$ cat config.mk
export PLATFORM = sky130hd
export DESIGN_NAME = bcd_serial_conv
export DESIGN_NICKNAME = d
export VERILOG_FILES = /design/src/rtl/bcd_pkg.sv /design/src/rtl/bcd_digit_adj.sv /design/src/rtl/bcd_serial_conv.sv
export SDC_FILE = /design/constraint.sdc
export NUM_CORES = 1
export LEC_CHECK = 0
export ABC_AREA = 1
export CAP_MARGIN = 20
export CORE_MARGIN = 4
export CORE_UTILIZATION = 55
export CTS_CLUSTER_DIAMETER = 120
export CTS_CLUSTER_SIZE = 12
export DETAILED_ROUTE_END_ITERATION = 6
export DONT_BUFFER_PORTS = 1
export PLACE_DENSITY = 0.7
export SYNTH_ARGS = -nofsm -noshare
export SYNTH_HDL_FRONTEND = slang
export SYNTH_SLANG_ARGS = --single-unit
$ cat constraint.sdc
create_clock -name clk -period 1.9 [get_ports clk]
set_clock_uncertainty 0.1 [all_clocks]
set_input_delay 0.285 -clock clk [delete_from_list [all_inputs] [get_ports clk]]
set_output_delay 0.285 -clock clk [all_outputs]
set_load 0.02 [all_outputs]
$ cat src/rtl/bcd_pkg.sv
// Shared constants and FSM state encoding for the serial binary-to-BCD converter.
package bcd_pkg;

   localparam int BCD_DIGIT_W = 4;

   typedef logic [1:0] state_t;

   localparam state_t ST_IDLE  = 2'd0;
   localparam state_t ST_SHIFT = 2'd1;
   localparam state_t ST_DONE  = 2'd2;

endpackage

$ cat src/rtl/bcd_digit_adj.sv
// Combinational double-dabble correction for one BCD digit: add 3 when the digit is 5 or more.
module bcd_digit_adj
   import bcd_pkg::*;
(
   input  logic [BCD_DIGIT_W-1:0] i_digit,
   output logic [BCD_DIGIT_W-1:0] o_digit
);

   always_comb begin
      o_digit = i_digit;
      if (i_digit >= 4'd5) begin
         o_digit = i_digit + 4'd3;
      end
   end

endmodule

$ cat src/rtl/bcd_serial_conv.sv
// Serial binary-to-BCD converter (double dabble), one operand bit per clock, with
// a sticky overflow flag when the value needs more than DIGITS digits.
module bcd_serial_conv
   import bcd_pkg::*;
#(
   parameter int WIDTH  = 11,
   parameter int DIGITS = 4
)
(
   input  logic                          clk,
   input  logic                          reset,
   input  logic                          start,
   input  logic [WIDTH-1:0]              bin,
   output logic                          busy,
   output logic                          done,
   output logic [BCD_DIGIT_W*DIGITS-1:0] bcd,
   output logic                          overflow
);

   localparam int CW = $clog2(WIDTH + 1);
   localparam int SW = BCD_DIGIT_W * DIGITS;

   state_t          r_state;
   logic [CW-1:0]   r_count;
   logic [WIDTH-1:0] r_operand;
   logic [SW-1:0]   r_scratch;
   logic            r_sticky;
   logic [SW-1:0]   r_bcd;
   logic            r_ovf;

   logic [SW-1:0]   w_adj;
   logic [SW-1:0]   w_shifted;
   logic            w_topLost;
   logic            w_lastShift;

   for (genvar k = 0; k < DIGITS; k++) begin : g_adj
      bcd_digit_adj u_adj (
         .i_digit (r_scratch[k*BCD_DIGIT_W +: BCD_DIGIT_W]),
         .o_digit (w_adj[k*BCD_DIGIT_W +: BCD_DIGIT_W])
      );
   end

   // The adjusted top bit falls off the end on the shift, so it marks a lost decade.
   assign w_shifted   = {w_adj[SW-2:0], r_operand[WIDTH-1]};
   assign w_topLost   = w_adj[SW-1];
   assign w_lastShift = (r_count == CW'(1));

   always_ff @(posedge clk or posedge reset) begin
      if (reset) begin
         r_state   <= ST_IDLE;
         r_count   <= '0;
         r_operand <= '0;
         r_scratch <= '0;
         r_sticky  <= 1'b0;
         r_bcd     <= '0;
         r_ovf     <= 1'b0;
      end else begin
         case (r_state)
            ST_IDLE: begin
               if (start) begin
                  r_operand <= bin;
                  r_scratch <= '0;
                  r_sticky  <= 1'b0;
                  r_count   <= CW'(WIDTH);
                  r_state   <= ST_SHIFT;
               end
            end
            ST_SHIFT: begin
               r_scratch <= w_shifted;
               r_operand <= {r_operand[WIDTH-2:0], 1'b0};
               r_count   <= r_count - CW'(1);
               r_sticky  <= r_sticky | w_topLost;
               // Publish the final digits together with done so they are valid during the pulse.
               if (w_lastShift) begin
                  r_bcd   <= w_shifted;
                  r_ovf   <= r_sticky | w_topLost;
                  r_state <= ST_DONE;
               end
            end
            ST_DONE: begin
               r_state <= ST_IDLE;
            end
            default: begin
               r_state <= ST_IDLE;
            end
         endcase
      end
   end

   assign busy     = (r_state == ST_SHIFT);
   assign done     = (r_state == ST_DONE);
   assign bcd      = r_bcd;
   assign overflow = r_ovf;

endmodule

### Word-level counts from Yosys, hierarchy flattened

Index checks and enable logic that the tools add are counted.

* flip-flop bits (word level): 51
* input bits: 14
* output and inout port bits: 19
* logic and storage cells: 42

* $add $sub $neg: 5
* $lt $le $gt $ge: 4
* equality and inequality tests: 5
* mux-type cells: 15
* bitwise logic cells: 1
* reduce and logical (&&, ||, !) cells: 5

Operator list (number)
* case mux 16 bit (2 select lines): 1
* case mux 11 bit (2 select lines): 1
* 2-to-1 mux 4 bit: 5
* adder 4 x 2 -> 4 bit (second input constant): 4
* greater-or-equal comparator 4 x 3 -> 1 bit (second input constant): 4
* 2-to-1 mux 16 bit: 1
* 2-to-1 mux 11 bit: 1
* case mux 4 bit (2 select lines): 1
* AND reduction 2 bit: 3
* == test 4 x 1 -> 1 bit (second input constant): 1
* 2-to-1 mux 2 bit: 2
* case mux 2 bit (2 select lines): 1
* subtractor 4 x 1 -> 4 bit (second input constant): 1
* == test 2 x 1 -> 1 bit (second input constant): 1
* == test 2 bit (second input constant): 1
* logical NOT 2 bit: 1
* inequality test 2 x 1 -> 1 bit (second input constant): 1
* inequality test 2 bit (second input constant): 1
* case mux 1 bit (2 select lines): 1
* nonzero test 2 bit: 1
* 2-to-1 mux 1 bit: 1
* OR 1 bit: 1

### Depth between registers and ports, before layout

* depth in word-level cells: 4
* mapped depth: 10
* gate-level depth less buffers: 10

### Hierarchy

From an unflattened synthesis, not the netlist that was laid out.

* cell total of the unflattened synthesis: 324
* area total of the unflattened synthesis: 2768.9 um2

By module, submodules not included
* bcd_serial_conv: instances 1, cells an instance 232, area an instance 2228.4 um2, sequential area each 1276.2 um2
* bcd_digit_adj: instances 4, cells an instance 23, area an instance 135.1 um2, sequential area each 0.0 um2

### Worst setup path before layout

No wires, ideal clock.

* path type: register to register
* from: reg r_scratch[0]
* to: reg r_scratch[1]
* library setup time: 0.065 ns
* arrival time: 1.241 ns
* required time: 1.735 ns
* setup slack: 0.494 ns
* stages on the path, launching flop included: 9
* buffers on the path: 0
* clock period less this slack: 1.406 ns
* cell sequence: dfrtp_1 inv_1 ha_1 inv_1 o21ai_0 nand2_1 nand2_1 nand3_1 nand2_1

* cells in the longest elaborated chain, start to end: 3
* elaborated cells between the ends (all ways): 4
* classes of those cells: add/sub (1); order compare (1); mux (2)

RTL lines
* start: declaration: line bcd_serial_conv.sv:26 `logic [SW-1:0] r_scratch;`
* start signal: assignment: line bcd_serial_conv.sv:69 `r_scratch <= w_shifted;`
* adder 4 x 2 -> 4 bit or greater-or-equal comparator 4 x 3 -> 1 bit (tied branches): line bcd_digit_adj.sv:12, bcd_digit_adj.sv:11
* 2-to-1 mux 4 bit *: line bcd_digit_adj.sv:11 `if (i_digit >= 4'd5) begin`
* case mux 16 bit (2 select lines) *: line bcd_serial_conv.sv:58 `case (r_state)`

Every way passes the cells marked *; elsewhere a longest branch is shown, timed or not.
A chain may end at the register's enable or synchronous reset.

### Worst setup path after layout

* from: reg r_state[1]
* to: out busy

* cells in the longest elaborated chain, start to end: 1

RTL lines
* start: declaration: line bcd_serial_conv.sv:23 `state_t r_state;`
* start signal: assignment: line bcd_serial_conv.sv:50 `r_state <= ST_IDLE;`
* start signal: assignment: line bcd_serial_conv.sv:65 `r_state <= ST_SHIFT;`
* start signal: assignment: line bcd_serial_conv.sv:77 `r_state <= ST_DONE;`
* == test 2 x 1 -> 1 bit: line bcd_serial_conv.sv:90 `assign busy = (r_state == ST_SHIFT);`
* end: declaration: line bcd_serial_conv.sv:14 `output logic busy,`

No other way between the ends.

==> results list <==
- The run finished with clean final reports.
* Deepest clock path buffer count: 2
* Number of hold violations in the final report: 0
- Detailed placement finished with a half-perimeter wire length of about 3400 um.
- The initial utilization of the core area, before any placement, comes to 0.572.
* CP Launch Point: r_state[1]
* Fraction of final layout cells sized beyond drive strength 1: 0.0833
- Accumulated negative setup slack: 0 ns
- Static Leakage: 1.38 nW
* Sequential share of the synthesized area: 0.509
- # nets final: 323
* Library cells used by synthesis: 26
- Netlist area before placement: ~2500 um2
* Antenna Cells: 0
* Min Clock Period, post-route: roughly 1.8 ns
- The layer flagged by global routing as most heavily used is met2.
* Reg-to-reg slack, setup: between 0.2 and 0.3 ns
- At the end of the flow the core is filled with cells to 0.603.
- Maximum fanout along the worst path: 18
* Clk_lat worst skew: 0.31 ns
- Data on the critical path is required at its endpoint by between 1.5 and 2 ns.
- RSZ-0062 raised after global routing: false
* Net count after synthesis: around 320
- Category of the worst setup path capture point: output port
- Filler-free cell count of the finished design: 352
- During synthesis, Yosys emitted a total of 0 warnings.
- Pin placement for this block handled 33 I/O pins.
* PD cells: approximately 1800 nW/um2
* Number of antenna violations at the first check in global routing: 0
- Global-route wire length before repair: a little over 8000 um
* DIE AREA: approximately 5700 um2
* Detailed-route wire length: 4860 um
- In this run the critical register-to-register path is launched from r_scratch[8].
- Largest net degree at the start of global routing: 33
* Critical Path Start Type: flop
- Area of the core: 4380 um2
- The tool flagged a number of max-cap violations equal to 0.
- Pwr Total: roughly 4.7 mW
- Period utilization: 0.931
- At the end of routability-driven placement, the weighted congestion stood at 0.822.
* Mean instance size in the synthesized netlist: between 8 and 9 um2
* Clk Tree Root Cell: sky130_fd_sc_hd__clkbuf_8
* Hold Path Sink: r_operand[4]
* Filler cells: about 410
- After synthesis, the cell types taking the most area are sky130_fd_sc_hd__dfrtp_1 51%, sky130_fd_sc_hd__nand2_1 16%, sky130_fd_sc_hd__nand3_1 7.4%.
- The floorplan step set the die width to around 76 um.
- The synthesized design spends more area on one cell type than any other, namely sky130_fd_sc_hd__dfrtp_1.
* Number of cells traversed by the worst hold path: 2
* Number of DRC markers after the initial detailed-route iteration: 80
* Relative slew slack: 0.694
- Number of flip-flops and latches in the synthesized netlist: 51
- For the worst setup path, the data arrival time is approximately 1.4 ns.
* Slew at the pin closest to its max-slew limit: 0.457 ns
* Total number of vias: 1872
* CTS tree: yes
* Worst min-delay path category: input pin to flop
* GR Util met2: 0.310
- Number of sinks on the clock net: between 50 and 60
- Number of slew-limit violations in the final report: 0
- Of the post-synthesis cell area, the dominant cell type holds 0.509.
* PortBufs: 0
* Worst vdd ir: roughly 0.00084 V
- Die Y-Extent: 75.5 um
- Once detail routing completed, the nets flagged for antenna violations numbered 0.
- Met3 Use GR: 0.0383
- Dividing the detail-routed wire length by the instance count gives 13.8 um.
- Via count of the first global-routing pass: 1771
- Final setup violation count: 0
* Cell count after placement: around 340
- Residual DRC count: 0
- Grt ovf: 0
- Clock tree synthesis inserted a total of 5 buffers.
- Across every metal layer, demand over resource in global routing totals 0.186.
- From synthesis to final layout, the design area changed by 5.44%.
- After clock tree synthesis, the clock-pin slew on the worst setup and hold paths is roughly 0.09 ns.
* Count of flip-flops with a built-in enable after synthesis: 0
- The startpoint identified for the worst hold timing path is bin[4].
- Top post-synthesis cells by count: 107 x sky130_fd_sc_hd__nand2_1, 51 x sky130_fd_sc_hd__dfrtp_1, 37 x sky130_fd_sc_hd__nand3_1
- Counting cells, the worst reg-to-reg path comes to 8.
- In this run the critical register-to-register path is captured at r_scratch[10].
- Number of core rows: 24
- In the synthesized netlist the dominant register cell turns out to be sky130_fd_sc_hd__dfrtp_1.
- In the routed layout, each cell is associated on average with a via count of approximately 5.3.
- Maximum clock rate: between 0.5 and 0.6 GHz
* Synthesized instance count: 294
- For this run, the detailed router's first-pass iteration total came to 4.
- By startpoint and endpoint, the worst setup path is classified as flop to output port.
- After synthesis, the share of flip-flops with an asynchronous set or reset is 1.00.
* Depth of the CTS H-tree: 2
- Top-count cell post-synth: sky130_fd_sc_hd__nand2_1
* GR met1 Demand/Resource: 0.248
-- metal layers --
layer | share of wire | vias up
li1 | - | 958
met1 | 0.48 | 870
met2 | 0.47 | 37
met3 | 0.038 | 7
met4 | 0.011 | 0
met5 | 0 | -
-- worst max-delay path by stage --
stage / end / slack (ns)
floorplan: bcd[0] / 0.29
global placement: r_scratch[9] / 0.35
detailed placement: r_scratch[6] / 0.31
CTS: busy / 0.11
global route: busy / 0.03
finish: busy / 0.13
-- cell type report --
class	count	area [um2]	area share
Sequential cell	51	1280	0.483
Multi-Input combinational cell	201	1020	0.387
Inverter	33	126	0.0478
Clock buffer	6	72.6	0.0274
Timing Repair Buffer	7	67.6	0.0256
Tap cell	52	65.1	0.0246
Clock inverter	2	12.5	0.00473
-- metrics by stage --
step,cell area [um2],setup WS [ns],hold WS [ns]
floorplan,2510,0.285,0.312
global placement,2550,0.350,0.103
detailed placement,2550,0.312,0.108
CTS,2640,0.108,0.000598
global route,2640,0.0258,0.0110
finish,2640,0.131,0.0100
-- report_power, final --
group | leakage, nW | switching (mW) | internal [mW] | total [mW]
logic | 0.694 | 1.21 | 0.680 | 1.89
clock network | 0.0412 | 0.360 | 0.258 | 0.618
registers | 0.644 | 0.569 | 1.57 | 2.14
-- logic make-up after synthesis --
| logic type | after synthesis | share of synthesized area |
|---|---|---|
| XOR/XNOR | 1 | 0.00349 |
| buffers and inverters | 42 | 0.0828 |
| multiplexers | 1 | 0.00399 |
| adder cells (fa/ha/maj) | 10 | 0.0499 |
| AO/OA/AOI/OAI | 39 | 0.0948 |
| flip-flops | 51 | 0.509 |
| AND/OR/NAND/NOR | 150 | 0.256 |
-- critical path, cell delays in order, from the launching register on --
cell and delay, ns:
sky130_fd_sc_hd__dfrtp_1 0.38, sky130_fd_sc_hd__inv_2 0.08, sky130_fd_sc_hd__nand2_4 0.12, sky130_fd_sc_hd__inv_2 0.28
sky130_fd_sc_hd__buf_4 0.22
-- cell usage in the layout (no fill, tap or decap) --
master	instances
sky130_fd_sc_hd__nand2_1	107
sky130_fd_sc_hd__dfrtp_1	51
sky130_fd_sc_hd__nand3_1	37
sky130_fd_sc_hd__inv_1	27
sky130_fd_sc_hd__o21ai_0	18
sky130_fd_sc_hd__ha_1	10
sky130_fd_sc_hd__o211ai_1	6
sky130_fd_sc_hd__inv_2	5
sky130_fd_sc_hd__o22ai_1	5
sky130_fd_sc_hd__clkbuf_8	5
sky130_fd_sc_hd__buf_4	5
sky130_fd_sc_hd__a21oi_1	3
sky130_fd_sc_hd__o21ai_2	3
sky130_fd_sc_hd__nor2_1	2
sky130_fd_sc_hd__nand2_4	1
sky130_fd_sc_hd__mux2i_1	1
sky130_fd_sc_hd__o221ai_1	1
sky130_fd_sc_hd__nand4_1	1
sky130_fd_sc_hd__nand3_2	1
sky130_fd_sc_hd__nor2_8	1
sky130_fd_sc_hd__a22oi_1	1
sky130_fd_sc_hd__inv_4	1
sky130_fd_sc_hd__o21ai_1	1
sky130_fd_sc_hd__xnor2_1	1
sky130_fd_sc_hd__a22o_1	1
sky130_fd_sc_hd__clkinv_2	1
sky130_fd_sc_hd__clkinvlp_4	1
sky130_fd_sc_hd__clkbuf_1	1
sky130_fd_sc_hd__dlygate4sd3_1	1
sky130_fd_sc_hd__buf_12	1
-- state kept, by name (all words and copies together), names as in the netlist --
register and cells:
r_state 2, r_operand 11, bcd 16, r_count 4, r_scratch 16, overflow 1
r_sticky 1
-- repair_timing --
action / CTS / global route
hold endpoints to repair: 19 / 0
buffers inserted: 0 / 0
hold buffers: 1 / 0
resized for setup: 0 / 0
Power figures use the tool's default switching activity.
